[src/rtl/method_call_arbiter_if.sv]
// Requester-side and method-side signals of the shared-method arbiter.
interface method_call_arbiter_if #(
  parameter int unsigned N  = 4,
  parameter int unsigned AW = 32,
  parameter int unsigned DW = 32
);
  localparam int unsigned IW = $clog2(N);

  logic [N-1:0]    r_req;
  logic [N*AW-1:0] r_arg;
  logic [N-1:0]    r_busy;
  logic [N-1:0]    r_done;
  logic [N-1:0]    r_timeout;
  logic [DW-1:0]   r_return;
  logic            m_req;
  logic [AW-1:0]   m_arg;
  logic            m_busy;
  logic [DW-1:0]   m_return;
  logic [IW-1:0]   grant_id;

  // Arbiter side.
  modport master (
    input  r_req, r_arg, m_busy, m_return,
    output r_busy, r_done, r_timeout, r_return, m_req, m_arg, grant_id
  );

  // Requesters plus callee side.
  modport slave (
    output r_req, r_arg, m_busy, m_return,
    input  r_busy, r_done, r_timeout, r_return, m_req, m_arg, grant_id
  );
endinterface

[src/rtl/method_call_arbiter.sv]
// Round-robin arbiter sharing one method instance (req/busy/return protocol) among N
// requesters, with a per-call cycle timeout.
module method_call_arbiter #(
  parameter int unsigned N       = 4,
  parameter int unsigned AW      = 32,
  parameter int unsigned DW      = 32,
  parameter int unsigned TIMEOUT = 1000000
) (
  input logic                   clk,
  input logic                   reset,
  method_call_arbiter_if.master bus
);
  localparam int unsigned IW = $clog2(N);
  // A disabled timeout still keeps a 1-bit counter so no zero-width vector appears.
  localparam int unsigned CW = (TIMEOUT == 0) ? 1 : $clog2(TIMEOUT + 1);

  typedef enum logic [2:0] {StIdle, StIssue, StWaitStart, StWaitDone, StResp} state_e;

  state_e        r_state, w_state_d;
  logic [IW-1:0] r_ptr, w_ptr_d;
  logic [IW-1:0] r_grant, w_grant_d;
  logic [CW-1:0] r_cnt, w_cnt_d;
  logic [N-1:0]  r_busy, w_busy_d;
  logic [N-1:0]  r_done, w_done_d;
  logic [N-1:0]  r_tmo, w_tmo_d;
  logic [DW-1:0] r_ret, w_ret_d;
  logic          r_mreq, w_mreq_d;
  logic [AW-1:0] r_marg, w_marg_d;

  logic          w_found;
  logic [IW-1:0] w_sel;
  logic [31:0]   w_cnt_inc;
  logic          w_cnt_hit;

  // Round-robin pick: first requester at or after the pointer, wrapping modulo N.
  always_comb begin
    w_found = 1'b0;
    w_sel   = '0;
    for (int unsigned i = 0; i < N; i++) begin
      if (!w_found && bus.r_req[IW'((32'(r_ptr) + i) % N)]) begin
        w_found = 1'b1;
        w_sel   = IW'((32'(r_ptr) + i) % N);
      end
    end
  end

  // Timeout fires when the count after this WAIT_DONE cycle reaches TIMEOUT.
  assign w_cnt_inc = 32'(r_cnt) + 32'd1;
  assign w_cnt_hit = (TIMEOUT != 0) && (w_cnt_inc >= TIMEOUT);

  // Next-state and next-output logic.
  always_comb begin
    w_state_d = r_state;
    w_ptr_d   = r_ptr;
    w_grant_d = r_grant;
    w_cnt_d   = r_cnt;
    w_busy_d  = r_busy;
    w_done_d  = '0;
    w_tmo_d   = '0;
    w_ret_d   = r_ret;
    w_mreq_d  = 1'b0;
    w_marg_d  = r_marg;
    unique case (r_state)
      StIdle: begin
        if (w_found) begin
          w_grant_d        = w_sel;
          w_marg_d         = bus.r_arg[w_sel*AW +: AW];
          w_busy_d[w_sel]  = 1'b1;
          w_mreq_d         = 1'b1;  // registered, so m_req is high exactly during ISSUE
          w_state_d        = StIssue;
        end
      end
      StIssue: begin
        w_cnt_d   = '0;
        w_state_d = StWaitStart;
      end
      StWaitStart: begin
        w_state_d = StWaitDone;
      end
      StWaitDone: begin
        if (r_cnt != '1) begin
          w_cnt_d = r_cnt + CW'(1);
        end
        // Completion takes priority over a coincident timeout.
        if (!bus.m_busy) begin
          w_ret_d           = bus.m_return;
          w_done_d[r_grant] = 1'b1;
          w_state_d         = StResp;
        end else if (w_cnt_hit) begin
          w_tmo_d[r_grant]  = 1'b1;
          w_state_d         = StResp;
        end
      end
      StResp: begin
        w_busy_d[r_grant] = 1'b0;
        w_ptr_d           = (r_grant == IW'(N - 1)) ? '0 : r_grant + IW'(1);
        w_state_d         = StIdle;
      end
      default: begin
        w_state_d = StIdle;
      end
    endcase
  end

  // State and registered outputs; async reset discards any in-flight call.
  always_ff @(posedge clk or negedge reset) begin
    if (!reset) begin
      r_state <= StIdle;
      r_ptr   <= '0;
      r_grant <= '0;
      r_cnt   <= '0;
      r_busy  <= '0;
      r_done  <= '0;
      r_tmo   <= '0;
      r_ret   <= '0;
      r_mreq  <= 1'b0;
      r_marg  <= '0;
    end else begin
      r_state <= w_state_d;
      r_ptr   <= w_ptr_d;
      r_grant <= w_grant_d;
      r_cnt   <= w_cnt_d;
      r_busy  <= w_busy_d;
      r_done  <= w_done_d;
      r_tmo   <= w_tmo_d;
      r_ret   <= w_ret_d;
      r_mreq  <= w_mreq_d;
      r_marg  <= w_marg_d;
    end
  end

  assign bus.r_busy    = r_busy;
  assign bus.r_done    = r_done;
  assign bus.r_timeout = r_tmo;
  assign bus.r_return  = r_ret;
  assign bus.m_req     = r_mreq;
  assign bus.m_arg     = r_marg;
  assign bus.grant_id  = r_grant;
endmodule

[src/flat_wrapper.sv]
// flat-port wrapper written by rule: the top's interface ports become plain ports
module method_call_arbiter_flat 
#(
  parameter int unsigned N       = 4,
  parameter int unsigned AW      = 32,
  parameter int unsigned DW      = 32,
  parameter int unsigned TIMEOUT = 1000000
)
  (clk, reset, bus_r_req, bus_r_arg, bus_m_busy, bus_m_return, bus_r_busy, bus_r_done, bus_r_timeout, bus_r_return, bus_m_req, bus_m_arg, bus_grant_id);
  method_call_arbiter_if #(.N(N), .AW(AW), .DW(DW)) bus_i ();
  input logic clk;
  input logic reset;
  input wire logic [$bits(bus_i.r_req)-1:0] bus_r_req;
  input wire logic [$bits(bus_i.r_arg)-1:0] bus_r_arg;
  input wire logic [$bits(bus_i.m_busy)-1:0] bus_m_busy;
  input wire logic [$bits(bus_i.m_return)-1:0] bus_m_return;
  output wire logic [$bits(bus_i.r_busy)-1:0] bus_r_busy;
  output wire logic [$bits(bus_i.r_done)-1:0] bus_r_done;
  output wire logic [$bits(bus_i.r_timeout)-1:0] bus_r_timeout;
  output wire logic [$bits(bus_i.r_return)-1:0] bus_r_return;
  output wire logic [$bits(bus_i.m_req)-1:0] bus_m_req;
  output wire logic [$bits(bus_i.m_arg)-1:0] bus_m_arg;
  output wire logic [$bits(bus_i.grant_id)-1:0] bus_grant_id;
  assign bus_i.r_req = bus_r_req;
  assign bus_i.r_arg = bus_r_arg;
  assign bus_i.m_busy = bus_m_busy;
  assign bus_i.m_return = bus_m_return;
  assign bus_r_busy = bus_i.r_busy;
  assign bus_r_done = bus_i.r_done;
  assign bus_r_timeout = bus_i.r_timeout;
  assign bus_r_return = bus_i.r_return;
  assign bus_m_req = bus_i.m_req;
  assign bus_m_arg = bus_i.m_arg;
  assign bus_grant_id = bus_i.grant_id;
  method_call_arbiter #(.N(N), .AW(AW), .DW(DW), .TIMEOUT(TIMEOUT)) u_core (.clk(clk), .reset(reset), .bus(bus_i));
endmodule
[config.mk]
export PLATFORM = sky130hd
export DESIGN_NAME = method_call_arbiter_flat
export DESIGN_NICKNAME = d
export VERILOG_FILES = /design/src/rtl/method_call_arbiter_if.sv /design/src/rtl/method_call_arbiter.sv /design/src/flat_wrapper.sv
export SDC_FILE = /design/constraint.sdc
export NUM_CORES = 1
export LEC_CHECK = 0
export CORE_MARGIN = 1
export CORE_UTILIZATION = 43
export DETAILED_ROUTE_END_ITERATION = 7
export GPL_TIMING_DRIVEN = 1
export PLACE_DENSITY = 0.88
export SKIP_LAST_GASP = 1
export SYNTH_ARGS = -nofsm -noshare
export SYNTH_HDL_FRONTEND = slang
export SYNTH_SLANG_ARGS = --single-unit
[constraint.sdc]
create_clock -name clk -period 2.5 [get_ports clk]
set_input_delay 0.5 -clock clk [delete_from_list [all_inputs] [get_ports clk]]
set_output_delay 0.5 -clock clk [all_outputs]
set_load 0.05 [all_outputs]
==> summary.txt, run 1 <==
Finish
  • Layout area overhead: 55.2%
  • Final Util: 0.687
  • Layout cell share with drive strength beyond 1: 0.129
  • Final layout net count: just over 1000
  • Layout Cells excl Fill: 1035
  • Fin area: 8670 sq um
  • # diodes: 0

Routing
  • Antenna-violating nets left: 0
  • DRT iter0 DRCs: around 290
  • Per-cell routed wire length: 16.0 um
  • Drt drc: 0
  • 1st-pass router iterations: 6
  • Via count: 5450
  • Routed wire length: 16600 um
  • Vias per cell: 5.27

GRT
  • Met1 Usage GRT: 0.296
  • Initial antenna violation count: 0
  • Vias in the first global route: ~5200
  • Total grt overflow: 0
  • Gr busiest metal: met2
  • Total Routing Usage GR: 0.249
  • Met2 Use GR: 0.424
  • First-pass GRT wire length: roughly 26000 um
  • Largest net degree at the start of global routing: 67
  • GRT met3 Usage: 0.0774

Critical path
  • Critical path capture point: u_core.bus.r_timeout[0]
  • Worst path cell trace: ha_1 -> nand3_4 -> or3_1 -> mux2i_1 -> o211a_1 -> a221o_2 -> a21oi_1
  • Crit path max-delay cell type: or3_1
  • Startpoint Class: flop
  • Critical Path RT: approximately 2.8 ns
  • CP max FO: 7
  • Family with the most delay on the worst path: compound AO/OA/AOI/OAI gates
  • Critical Path AT: approximately 2.6 ns
  • Reg2Reg Depth: 7
  • Critical Path Source: u_core.r_cnt[0]
  • FF-to-FF Start: u_core.r_cnt[0]
  • Kind of critical path: reg -> reg
  • Buf/Inv on CP: 0
  • Worst path max stage delay: around 0.44 ns
  • R2R setup slack: roughly 0.12 ns
  • CP endpoint kind: flop
  • FF-to-FF End: u_core.bus.r_timeout[0]
  • Critical Path Stages: 7

Timing
  • Slew headroom: 0.481
  • Tcrit/Tclk final: 0.953
  • Final min period: between 2 and 2.5 ns
  • RSZ-0062 raised after global routing: false
  • Post-Route Setup TNS: 0 ns
  • Max Slew Vio Count: 0
  • Slew of the pin with the lowest slew margin: approximately 0.78 ns
  • Hold Vio Cnt, Final: 0
  • Final setup viols: 0
  • FMAX: about 420 MHz
  • Worst setup slack after layout: ~0.12 ns
  • Final Skew: between 0.007 and 0.008 ns

Yosys
  • Most common cell in the netlist: nand2_1
  • Mean Syn Cell Area: 8.97 sq um
  • Synth top area share: 0.466
  • Syn nets: between 700 and 800
  • Top post-synthesis cells by area: dfrtp_1 (47%), nand2_1 (11%), nand3_1 (6.7%)
  • Asr flop ratio synth: 1.00
  • Yosys cell types: about 50
  • Post-synth top cells: nand2_1 (160), dfrtp_1 (104), nand3_1 (75)
  • FF+latch count, synth: ~100
  • Cell count after synthesis: slightly above 600
  • Post-synth EDFFs: 0
  • Sequential share of the synthesized area: 0.466
  • Post-synth top flop: dfrtp_1
  • Area of the mapped netlist: 5590 sq um
  • Synth area leader: dfrtp_1
  • Ys Warns: 0

Clocking
  • Cts hold-fix bufs: 0
  • CTS Buffer Depth: 2
  • Clk root buf: clkbuf_16
  • H-tree depth: 3
  • Clock latency on the worst-skew pair: about 0.35 ns
  • Clk sinks: 104
  • Clock Pin Slew Worst Setup and Hold Paths: 0.07 ns
  • TritonCTS clock tree: yes
  • TritonCTS Buffers: 9

Status
  • Status: finished clean

Placement
  • Cell Area, Placed: between 8000 and 9000 sq um
  • RePlAce Congestion: between 0.8 and 0.9
  • Pre-CTS setup slack: -0.00856 ns
  • Placed cells: 1019
  • PortBufs: 245
  • Post-DP HPWL: 12200 um

Power and ir drop
  • Peak VDD IR: 592 uV
  • Sw Share: 0.463
  • Clock network fraction of total power: 0.146
  • Seq pwr share: 0.258
  • Psw: 4.86 mW
  • Comb pwr share: 0.596
  • Pint: between 5 and 6 mW
  • Pwr/cell area: ~1200 nW/um^2
  • Lkg Pwr: between 3 and 4 nW

Job
  • Max Cap Viol: 0

Floorplan
  • Die width: 116 um
  • Initial core utilization: 0.443
  • CORE AREA: approximately 13000 sq um
  • Rows: between 40 and 50
  • IO Pins: around 250
  • Die area: between 10000 and 15000 sq um
  • Die height: 116 um

Worst hold path
  • HP Class: in -> async
-- per-stage QoR --
stage	hold WS [ns]	power, mW
finish	0.0797	10.5
global route	0.102	11.1
CTS	0.0837	10.6
global placement	0.457	8.88
detailed placement	0.457	9.01
floorplan	0.204	6.81
-- kinds of logic after synthesis --
family,synth area share
DFF,0.466
adders and majority gates,0.0112
and+or+nand+nor,0.280
xor gates and xnor gates,0.0125
muxes,0.0701
buffers and inverters,0.0349
AOI/OAI and AO/OA,0.125
-- worst reg2reg max path, cell delays in order, from the launching register on --
cell     delay, ns
dfrtp_1       0.43
ha_1          0.27
nand3_4       0.13
or3_1         0.44
mux2i_1       0.15
o211a_1       0.23
a221o_2       0.40
a21oi_1       0.24
-- layer usage --
layer	wire length, um	vias to the layer above
li1	-	2636
met1	6480	2576
met2	8390	209
met3	1340	29
met4	346	0
met5	0	-
-- state kept, by name, indices dropped and copies added (netlist names) --
register              cells
u_core.bus.m_req          1
u_core.bus.r_done         4
u_core.r_state            3
u_core.bus.r_return      32
u_core.bus.r_timeout      4
u_core.bus.m_arg         32
u_core.r_ptr              2
u_core.bus.grant_id       2
u_core.bus.r_busy         4
u_core.r_cnt             20
-- how the worst min path moves through the flow --
stage	start	endpoint	cells past startpoint
after floorplan	reset	u_core.bus.grant_id[0]	0
after global placement	reset	u_core.r_cnt[19]	1
after detailed placement	reset	u_core.bus.r_timeout[0]	1
after CTS	reset	u_core.r_cnt[9]	1
after global routing	reset	u_core.bus.r_return[23]	1
final	reset	u_core.r_cnt[17]	1
-- power by group through the flow --
stage / sequential, mW / combinational, mW / clock, mW
after floorplan: 4.65 / 2.16 / 0
after global placement: 2.69 / 6.19 / 0
after detailed placement: 2.74 / 6.26 / 0
after CTS: 2.72 / 6.29 / 1.57
after global routing: 2.79 / 6.67 / 1.63
final: 2.71 / 6.26 / 1.53
-- cell type report --
| type | count | area (sq um) |
|---|---|---|
| clock buffers | 9 | 225 |
| clock inverters | 7 | 100 |
| fillers | 1054 | 3950 |
| inverters | 8 | 30.0 |
| multi-input cells | 472 | 2810 |
| flip-flops and latches | 104 | 2600 |
| well taps | 172 | 215 |
| repair buffers | 263 | 2690 |
-- what timing repair did --
item | CTS | global route
buffers inserted | 0 | 0
endpoints found under the setup margin | 0 | 2
gates resized for setup | 0 | 0
-- layout by cell type (no fill, tap or decap), types with 2 or more instances in the layout --
cell type,instances
clkdlybuf4s50_1,244
nand2_1,160
dfrtp_1,104
nand3_1,75
nor2b_1,33
mux2_2,33
a31o_2,25
o21ai_0,24
nor2_1,22
a21oi_1,12
buf_4,11
a31o_1,9
clkbuf_16,9
inv_1,8
xnor2_1,8
buf_12,8
o31ai_1,6
nor3_1,6
ha_1,5
nor4_1,4
and3_1,4
or3_1,3
a31oi_1,3
o41ai_1,3
inv_6,3
or3_4,2
nand4_1,2
mux2i_1,2
nor4_2,2
and2_1,2
a32o_1,2
bufinv_16,2
Note: power is estimated with default switching activity, not from simulation.
==> run 2: changes to the inputs <==
--- a/config.mk
+++ b/config.mk
@@ -5,6 +5,7 @@
 export SDC_FILE = /design/constraint.sdc
 export NUM_CORES = 1
 export LEC_CHECK = 0
+export CAP_MARGIN = 20
 export CORE_MARGIN = 1
 export CORE_UTILIZATION = 43
 export DETAILED_ROUTE_END_ITERATION = 7
==> results of run 2 <==
No change in the layout: final DEF, timing and power equal those of run 1.
==> run 3: changes to the inputs <==
--- a/config.mk
+++ b/config.mk
@@ -5,6 +5,7 @@
 export SDC_FILE = /design/constraint.sdc
 export NUM_CORES = 1
 export LEC_CHECK = 0
+export ABC_CLOCK_PERIOD_IN_PS = 2500
 export CAP_MARGIN = 20
 export CORE_MARGIN = 1
 export CORE_UTILIZATION = 43
==> results of run 3 <==
No change in the layout: final DEF, timing and power equal those of run 1.
==> RTL change 1: new RTL, config.mk and constraints of run 2 <==
Make the reset (`reset`) synchronous in one clocked block. Comments in the files are not updated.
--- a/src/rtl/method_call_arbiter.sv
+++ b/src/rtl/method_call_arbiter.sv
@@ -103,7 +103,7 @@
   end
 
   // State and registered outputs; async reset discards any in-flight call.
-  always_ff @(posedge clk or negedge reset) begin
+  always_ff @(posedge clk) begin
     if (!reset) begin
       r_state <= StIdle;
       r_ptr   <= '0;
Behaviour: differs if reset is asserted again (counterexample within 4 cycles, from zero or initial values and one cycle with reset low); with reset held inactive, the same outputs for 4 cycles.
==> RTL change 1 against run 2 <==
- sequential cell count unchanged
- sequential share of layout area down 5.5 points
- wire length up 4.0%
- die area down 2.8%
- utilization up 1.2 points
- cell area down 1.9%
- synthesized area down 2.9%
- worst setup slack better by 0.038 ns
- worst hold slack better by 0.37 ns
- critical endpoint is now u_core.r_cnt[15]
Power is not compared: it rests on default switching activity, and its combinational part moved more than twofold at a synthesized area within 25%.
==> RTL change 1: results (changes against run 2) <==
- The run finished with clean final reports.
- The maximum net fanout on the critical path was 10 (+3).
- The non-clock buffer count in the final layout came to 282 (+7.2%).
- The first-pass GRT wire length is 26800 microns (+3.4%).
- The reg-to-reg setup timing slack is 0.16 ns (+0.04 ns).
- The largest net degree at the start of global routing came to 49 (-27%).
- The worst slew margin relative to its limit is 60.0% (+12 points).
- The met3 track utilization from global routing is 6.56% (-1.2 points).
- The fraction of area in multi-input gates is 36.4% (+4.0 points).
- The post-synthesis async set-or-reset flop share is 0% (-100 points).
- The startpoint of the most critical register-to-register path is u_core.r_cnt[1].
- The area of all placed cells without fillers came to 8500 sq um (-1.9%).
- The placed wire-length estimate came to 13100 microns (+8.0%).
- The sequential cell area share is 24.5% (-5.5 points).
- The area share of buffers outside the clock network is 32.8% (+1.8 points).
- The clock-cell share of area was 3.33% (-0.43 points).
- The count of non-CTS inverters in the layout is 11 (+3).
- The met2 usage in global routing came to 47.5% (+5.1 points).
- The final core utilization came to 69.9% (+1.2 points).
- The pre-CTS setup slack was 0.0460 ns (+0.0545 ns).
- The sequential fraction of the synthesis area is 38.4% (-8.2 points).
- The number of DRC violations after detailed-routing iteration 0 was 353 (+21%).
- The routed wire length on met2 is 8520 microns (+1.5%).
- The via density per instance is 5.36 (+1.7%).
- The count of fill cells added during filler insertion came to 953 (-9.6%).
- The layout net count came to 1046 (+1.6%).
- The post-route met1 wirelength is 6760 microns (+4.4%).
- The proportion of netlist area held by the largest area contributor is 38.4% (-8.2 points).
- The area after detailed placement is 8220 sq um (-1.5%).
==> RTL change 1: how the worst min path moves through the flow <==
| stage | start | to |
|---|---|---|
| 6_report | u_core.bus.r_return[15] | u_core.bus.r_return[15] |
| 5_1_grt | u_core.bus.r_return[24] | u_core.bus.r_return[24] |
| 4_1_cts | u_core.bus.r_return[17] | u_core.bus.r_return[17] |
| 3_5_place_dp | u_core.bus.r_return[17] | u_core.bus.r_return[17] |
| 3_3_place_gp | u_core.bus.r_return[5] | u_core.bus.r_return[5] |
| 2_1_floorplan | u_core.r_cnt[2] | u_core.r_cnt[2] |
==> RTL change 1: worst min-delay path, delay by kind of cell (launching register included) <==
family	cells	cell delay, ns
DFF	1	0.31
and+or+nand+nor	1	0.05
AOI/OAI and AO/OA	1	0.05
==> RTL change 1: cell families after synthesis <==
family | synth area share, %
AND/OR/NAND/NOR | 18.8
multiplexers | 20.2
buffers and inverters | 4.89
XOR/XNOR | 1.45
flip-flops | 38.4
AO/OA/AOI/OAI | 15.2
adder cells (fa/ha/maj) | 1.15
==> RTL change 2: new RTL, flow settings as in run 2 <==
Made on the original files. `TIMEOUT` is set to 1000000 in 2 places; all go to 500000.
--- a/src/rtl/method_call_arbiter.sv
+++ b/src/rtl/method_call_arbiter.sv
@@ -4,7 +4,7 @@
   parameter int unsigned N       = 4,
   parameter int unsigned AW      = 32,
   parameter int unsigned DW      = 32,
-  parameter int unsigned TIMEOUT = 1000000
+  parameter int unsigned TIMEOUT = 500000
 ) (
   input logic                   clk,
   input logic                   reset,
--- a/src/flat_wrapper.sv
+++ b/src/flat_wrapper.sv
@@ -4,7 +4,7 @@
   parameter int unsigned N       = 4,
   parameter int unsigned AW      = 32,
   parameter int unsigned DW      = 32,
-  parameter int unsigned TIMEOUT = 1000000
+  parameter int unsigned TIMEOUT = 500000
 )
   (clk, reset, bus_r_req, bus_r_arg, bus_m_busy, bus_m_return, bus_r_busy, bus_r_done, bus_r_timeout, bus_r_return, bus_m_req, bus_m_arg, bus_grant_id);
   method_call_arbiter_if #(.N(N), .AW(AW), .DW(DW)) bus_i ();
Function: same outputs for any inputs over 4 cycles, from zero or initial values and one cycle with reset low; that may be too few to reach the edited logic, so the function may still have changed.
==> RTL change 2 against run 2 <==
- worst setup slack improved by 0.039 ns
- global-route usage decreased by 0.62 points
- wire length fell by 3.3%
- die area shrank 0.77%
- critical path depth increased by 1
- via count up 2.6%
- maximum frequency rose by 1.6%
- cell area shrank 0.94%
- synthesized area decreased by 0.78%
- total power decreased by 4.8%
- sequential power down 1%
- clock power is 12% lower
- sequential cell count down 1
==> RTL change 2: results (changes against run 2) <==
- The run finished with clean final reports.
- The average wire per standard cell is 14.8 microns (-7.4%).
- The maximum single-stage delay on the critical path is 0.41 ns (-0.03 ns).
- The fraction of final layout cells with drive strength greater than 1 is 10.1% (-2.7 points).
- The post-synthesis compound-gate area fraction was 12.9% (+0.35 points).
- The pre-CTS setup slack is 0.0553 ns (+0.0638 ns).
- The met3 track utilization from global routing is 5.13% (-2.6 points).
- The number of cell instances on the worst register-to-register path came to 8 (+1).
- Yosys attributes the largest share of cell area to sky130_fd_sc_hd__dfrtp_1, sky130_fd_sc_hd__nand2_1, sky130_fd_sc_hd__o21ai_0.
- The tightest hold margin is 0.220 ns (+0.140 ns).
- The routed wire length on met2 came to 8140 microns (-3.0%).
- The placed wire-length estimate came to 12000 microns (-1.5%).
- The post-synthesis cell type count is 52 (+2.0%).
- The largest net degree at the start of global routing was 104 (+55%).
- The worst ir drop on vdd is 0.585 mV (-1.3%).
- The area after detailed placement was 8290 sq um (-0.61%).
- The post-route met1 wirelength was 6390 microns (-1.4%).
- The reg-to-reg setup timing slack was 0.16 ns (+0.04 ns).
- The first-pass GRT wire length is 25200 microns (-2.6%).
- The horizontal die dimension is 116 microns (-0.38%).
- The worst clock skew came to 0.00958 ns (+0.00228 ns).
- The sequential fraction of the synthesis area came to 46.5% (-0.083 points).
- On the critical path, the stage with the largest delay is an instance of sky130_fd_sc_hd__dfrtp_1.
- The routability congestion estimate from global placement is 0.857 (+3.1%).
- The combined global-route utilization of all metal layers was 24.3% (-0.62 points).
- By count the netlist is led by sky130_fd_sc_hd__nand2_1, sky130_fd_sc_hd__dfrtp_1, sky130_fd_sc_hd__o21ai_0, sky130_fd_sc_hd__nand3_1, sky130_fd_sc_hd__mux2_2.
- The arrival time at the worst endpoint is 2.58 ns (-0.05 ns).
- The worst slew margin relative to its limit was 51.7% (+3.6 points).
- The met2 usage in global routing is 43.0% (+0.57 points).
- The static leakage is 3.68 nW (+1.7%).
- The number of DRC violations after detailed-routing iteration 0 is 311 (+6.9%).
- The power dissipated in the clock network is 1.35 mW (-12%).
- The total nets after synthesis is 839 (+5.5%).
- The wire length on met3 was 1080 microns (-20%).
- The synthesized-area fraction occupied by adder cells is 1.13% (+0.0088 points).
- The number of global-route vias before repair is 5277 (+0.80%).
- The share of synthesized area spent on multiplexers is 7.07% (+0.055 points).
- The share of the synthesized netlist area taken by xor and xnor gates is 1.42% (+0.17 points).
-- RTL change 2: what timing repair did --
action                     4_1_cts  5_1_grt
buffers inserted                 0        0
setup endpoints to repair        0        5
gates resized for setup          0        3
-- RTL change 2: worst max-delay path by stage --
stage / endpoint / slack [ns] / cells past startpoint
2_1_floorplan: u_core.r_state[1] / 0.42 / 7
3_3_place_gp: u_core.bus.m_arg[4] / 0.11 / 8
3_5_place_dp: u_core.bus.m_arg[17] / 0.06 / 9
4_1_cts: u_core.bus.r_timeout[0] / 0.12 / 8
5_1_grt: u_core.bus.r_timeout[2] / 0.01 / 8
6_report: u_core.bus.r_timeout[0] / 0.16 / 8
-- RTL change 2: layout make-up --
| class | count | area, sq um |
|---|---|---|
| Tap cell | 172 | 215 |
| Inverter | 8 | 30.0 |
| Timing Repair Buffer | 266 | 2670 |
| Fill cell | 1001 | 3980 |
| Clock buffer | 10 | 229 |
| Sequential cell | 103 | 2580 |
| Multi-Input combinational cell | 516 | 2810 |
| Clock inverter | 6 | 52.6 |
